**config.mk**
```make
export PLATFORM = sky130hd
export DESIGN_NAME = fir_mac_sequencer
export DESIGN_NICKNAME = d
export VERILOG_FILES = /design/src/rtl/fir_mac_sequencer.sv
export SDC_FILE = /design/constraint.sdc
export NUM_CORES = 1
export LEC_CHECK = 0
export CORE_AREA = 2 2 39 41
export CTS_CLUSTER_SIZE = 24
export DETAILED_ROUTE_END_ITERATION = 12
export DIE_AREA = 0 0 41 43
export DONT_BUFFER_PORTS = 1
export REMOVE_ABC_BUFFERS = 1
export SLEW_MARGIN = 20
export SYNTH_ARGS = -nofsm -noshare
export SYNTH_HDL_FRONTEND = slang
export SYNTH_SLANG_ARGS = --single-unit
```
**constraint.sdc**
```tcl
create_clock -name clk -period 1.4 [get_ports clk]
set_input_delay 0.07 -clock clk [delete_from_list [all_inputs] [get_ports clk]]
set_output_delay 0.07 -clock clk [all_outputs]
set_load 0.1 [all_outputs]
```
**src/rtl/fir_mac_sequencer.sv**
```systemverilog
// fir_mac_sequencer: sequences sample shift, per-tap MAC cycles, result handoff and coefficient reload for a shared FIR datapath.
module fir_mac_sequencer #(
  parameter int TAPS = 4,
  parameter int TW   = 2
) (
  input  logic          clk,
  input  logic          reset,
  input  logic          in_valid,
  output logic          in_ready,
  input  logic          cfg_start,
  output logic          shift_en,
  output logic          acc_clr,
  output logic          acc_en,
  output logic [TW-1:0] tap_sel,
  output logic          coef_we,
  output logic [TW-1:0] coef_addr,
  output logic          out_valid,
  input  logic          out_ready,
  output logic          busy
);
  typedef enum logic [2:0] {IDLE, SHIFT, MAC, OUT, LOAD} state_t;
  state_t        state_q, state_d;
  logic [TW-1:0] cnt_q, cnt_d;
  logic          cfg_pend_q, cfg_pend_d;
  logic          last;
  assign last = cnt_q == TW'(TAPS - 1);
  always_ff @(posedge clk or posedge reset) begin
    if (reset) begin
      state_q    <= IDLE;
      cnt_q      <= '0;
      cfg_pend_q <= 1'b0;
    end else begin
      state_q    <= state_d;
      cnt_q      <= cnt_d;
      cfg_pend_q <= cfg_pend_d;
    end
  end
  // A reload request arriving while busy is remembered and served ahead of the next sample.
  always_comb begin
    state_d    = state_q;
    cnt_d      = cnt_q;
    cfg_pend_d = cfg_pend_q | (cfg_start & (state_q != IDLE));
    case (state_q)
      IDLE: begin
        cnt_d = '0;
        if (cfg_pend_q) begin
          state_d    = LOAD;
          cfg_pend_d = 1'b0;
        end else if (in_valid) begin
          state_d    = SHIFT;
          cfg_pend_d = cfg_start;
        end else if (cfg_start) begin
          state_d = LOAD;
        end
      end
      SHIFT: begin
        state_d = MAC;
        cnt_d   = '0;
      end
      MAC: begin
        state_d = last ? OUT : MAC;
        cnt_d   = last ? '0 : cnt_q + TW'(1);
      end
      OUT: state_d = out_ready ? IDLE : OUT;
      LOAD: begin
        state_d = last ? IDLE : LOAD;
        cnt_d   = last ? '0 : cnt_q + TW'(1);
      end
      default: state_d = IDLE;
    endcase
  end
  assign in_ready  = (state_q == IDLE) && !cfg_pend_q;
  assign shift_en  = state_q == SHIFT;
  assign acc_clr   = state_q == SHIFT;
  assign acc_en    = state_q == MAC;
  assign tap_sel   = acc_en ? cnt_q : '0;
  assign coef_we   = state_q == LOAD;
  assign coef_addr = coef_we ? cnt_q : '0;
  assign out_valid = state_q == OUT;
  assign busy      = state_q != IDLE;
endmodule

```
[Word level (Yosys, flattened, before mapping)]
Cells that the tools add are included.
Storage, ports and cells
  logic and storage cells: 33
  register bits after elaboration: 6
  bits of input ports: 5
Cells by class
  add/sub/neg operators: 1
  bitwise operators: 2
  reduce and logical (&&, ||, !) cells: 7
  muxes and demuxes: 14
  eq/ne operators: 6
Operator list (count)
  $pmux 3 s5: 1
  $mux 3: 4
  $mux 2: 4
  $eq 3x2->1 const B: 2
  $mux 1: 4
  $ne 4x4->1 const B: 1
  $pmux 2 s2: 1
  $reduce_or 2->1: 2
  $eq 3x1->1 const B: 1
  $eq 3x3->1 const B: 1
  $logic_not 3->1: 1
  $reduce_bool 3->1: 1
  $add 2x1->2 const B: 1
  $eq 2x2->1 const B: 1
  $reduce_bool 2->1: 1
  $and 1x1->1: 1
  $logic_and 1x1->1: 1
  $logic_not 1->1: 1
  $or 1x1->1: 1

[Logic depth before layout (Yosys ltp)]
  depth in word-level cells: 6
  mapped depth: 4

[Worst setup path after synthesis]
No wires, ideal clock.
  path kind: flip-flop to output port
  start: register state_q[2]
  end: output port shift_en
  cell stages (with the launch flop): 5
  data arrival time: 3.478 ns
  slack: -2.148 ns
  required time: 1.330 ns
  path buffers: 3
  cells stage by stage: dfrtp_1 -> buf_6 -> buf_2 -> nor3b_1 -> buf_4
On the way
  longest elaborated chain between the ends: 1
Ends and longest elaborated chain
  start, declared: line 22  | state_t state_q, state_d;
  start signal, assigned: line 33  | state_q <= state_d;
  $eq 3x1->1
  end, declared: line 11  | output logic shift_en,
No other way between the ends.

[Worst setup path after layout]
  start: register state_q[1]
  end: output port in_ready
On the way
  longest elaborated chain between the ends: 2
Ends and longest elaborated chain
  $logic_not 3->1: line 72  | assign in_ready = (state_q == IDLE) && !cfg_pend_q;
  $logic_and 1x1->1: line 72
  end, declared: line 9  | output logic in_ready,
No other way between the ends.

==> summary.md <==
| Metric | Value |
|---|---|
| Antenna violation net count after detailed routing | `0` |
| Unrepaired setup endpoints after global routing | `true` |
| Post-synth EDFFs | `0` |
| Via/cell ratio | `4.90` |
| Final Routed Wirelength | `918 µm` |
| Yosys top cell by area | `dfrtp_1` |
| Routed wl met3 | `80 µm` |
| Clock skew | `0.00171 ns` |
| Yosys top cell area share | `34.9%` |
| Most used DFF post-synth | `dfrtp_1` |
| WHS Path Cells | `2` |
| Crit end category | `output port` |
| # nets final | `70` |
| Total power | `1490 µW` |
| Most frequent cell after synthesis | `dfrtp_1` |
| Core Area | `1380 µm²` |
| Initial antenna violation count | `0` |
| CTS tree | `built` |
| R2R depth | `4` |
| Mapped Area | `430 µm²` |
| Fmax | `683 MHz` |
| Clk Latency, worst-skew pair | `0.24 ns` |
| Register area share after synthesis | `34.9%` |
| Required @ worst endpoint | `1.33 ns` |
| Placer Congestion | `0.773` |
| Commonest cells in the netlist | `dfrtp_1, and2_1, and3_1, buf_4` |
| Post-Syn Instances | `43` |
| Final setup vio count | `3` |
| CP max-delay cell | `dfrtp_2` |
| Vias in the first global route | `353` |
| Die area | `1760 µm²` |
| CTS Buf Count | `3` |
| Detailed Routing Iterations Pass 1 | `4` |
| Final hold vios | `0` |
| Period utilization | `105%` |
| Clk root buf | `clkbuf_4` |
| # rows | `14` |
| Die Wd | `41 µm` |
| Top-Level Pins | `16` |
| Post-Place Setup Slack | `0.149 ns` |
| H-tree Lvls | `1` |
| CTS clk-pin slew, worst paths | `0.04 ns` |
| Met2 wire length | `452 µm` |
| FF+latch count, synth | `6` |
| Slew margin rel. | `81.5%` |
| Pins Over Slew Limit | `0` |
| Drt drc | `0` |
| Number of distinct library cells after synthesis | `27` |
| Initial Util | `31.1%` |
| Worst-Margin Slew | `0.279 ns` |
| Largest fanout on the critical path | `5` |
| HP Class | `in -> reg` |
| CP peak stage delay | `0.43 ns` |
| PortBufs | `0` |
| Setup ws final | `-0.0634 ns` |
| Failing checks | `setup timing` |
| Synth warn | `0` |
| DR WL/cell | `11.8 µm` |
| Max_cap viols | `0` |
| DR top layer | `met3` |
| Layout cell share with drive strength beyond 1 | `54.8%` |
| DP HPWL | `695 µm` |
| Setup CP Type | `reg -> out` |
| Die Ht | `43 µm` |
| Async SR Flop Fraction | `100%` |
| Pleak | `0.000329 µW` |
| Vias | `382` |
| Top post-synthesis cells by area | `dfrtp_1, buf_4, and2_1, and3_1, nor3b_4` |
| CTS sink cnt | `6` |
| Global route overflow | `0` |
| Max clock buf depth | `2` |
| Fillcell total | `127` |
| Ant diodes | `0` |
| First-pass GRT wire length | `1.50 mm` |
| Drt first-iter violations | `5` |
| CP startpoint kind | `flip-flop` |
| Status | `finished, violations left` |
| Worst EP arrival | `1.39 ns` |
| Pin count of the biggest net entering global routing | `11` |
| Total GRT Usage | `12.9%` |
| Wl on met1 | `384 µm` |
| Syn Area/Cell | `10.0 µm²` |
| Cell Pwr Density | `1980 nW/µm²` |
| Highest ir drop seen on vdd | `0.000946 V` |
| Fin crit period | `1.46 ns` |
| P&R area growth vs syn | `75.0%` |
| Critical path, cell by cell | `or3_4 > nor2_4 > buf_12` |
==> metal layers <==
metal | vias up | GRT usage, %
met5 | - | 0
met4 | 0 | 2.00
met3 | 0 | 8.90
met2 | 19 | 19.7
met1 | 173 | 14.5
li1 | 190 | -
==> sequential cells by signal (all words and copies together) (netlist names) <==
signal,count
cnt_q,2
state_q,3
cfg_pend_q,1
==> worst max-delay path, delay by kind of cell (launching register included) <==
family                 cells  cell delay, ns
and+or+nand+nor            2            0.53
buffers and inverters      1            0.18
DFF                        1            0.43
==> report_power, final <==
group	switching, µW	internal, µW
sequential	83.3	236
combinational	634	387
clock	57.8	96.7
total	775	720
==> through the flow <==
step	std cells	setup TNS (ns)	instance area [µm²]	hold slack (ns)	util, %
final	78	-0.0913	753	0.0379	54.4
after floorplan	38	-10.74	392	-0.139	-
after CTS	76	-0.276	721	0.0401	52.1
after detailed placement	71	0	672	-0.117	48.6
after global routing	78	-0.366	753	0.0401	54.4
after global placement	71	0	672	-0.118	48.6
==> path summary, 6_finish.rpt <==
kind                            startpoint         end  slack [ns]
min in group asynchronous            reset    cnt_q[0]        0.19
worst min-delay path             out_ready  state_q[0]        0.04
worst max-delay path            state_q[1]    in_ready       -0.06
worst min register to register    cnt_q[1]    cnt_q[1]        0.59
max in group asynchronous            reset  state_q[2]        1.00
worst max register to register  state_q[1]    cnt_q[0]        0.10
==> final cells by class <==
cell class / instances / area [µm²] / area share [%]
inverters: 1 / 3.75 / 0.498
clock buffers: 3 / 22.5 / 2.99
repair buffers: 21 / 295 / 39.2
flip-flops and latches: 6 / 154 / 20.4
well taps: 16 / 20.0 / 2.66
multi-input cells: 31 / 258 / 34.2
==> repair_timing <==
item                                    CTS  global route
hold buffers                              2             0
hold endpoints to repair                  7             0
endpoints found under the setup margin    7            10
resized for setup                         2             7
setup buffers                             0             2
pin swaps                                 1             0
==> cells in the final DEF, fill, tap and decap left out, types with 2 or more instances in the layout <==
cell / netlist / routed
buf_4: 3 / 8
buf_12: 0 / 7
and3_1: 3 / 3
dfrtp_1: 6 / 3
clkbuf_4: 0 / 3
dfrtp_2: 0 / 3
a21oi_1: 2 / 2
nor3_1: 2 / 2
and2_4: 0 / 2
nor2b_1: 2 / 2
o21ai_0: 2 / 2
dlygate4sd3_1: 0 / 2
buf_6: 1 / 2
==> cells by family after synthesis <==
group,after synthesis,share of synthesized area [%]
AO/OA/AOI/OAI,8,14.5
XOR/XNOR,1,2.04
adder cells (fa/ha/maj),2,5.52
buffers and inverters,6,9.88
flip-flops,6,34.9
multiplexers,1,2.33
AND/OR/NAND/NOR,19,30.8
(Power assumes the default switching activity.)
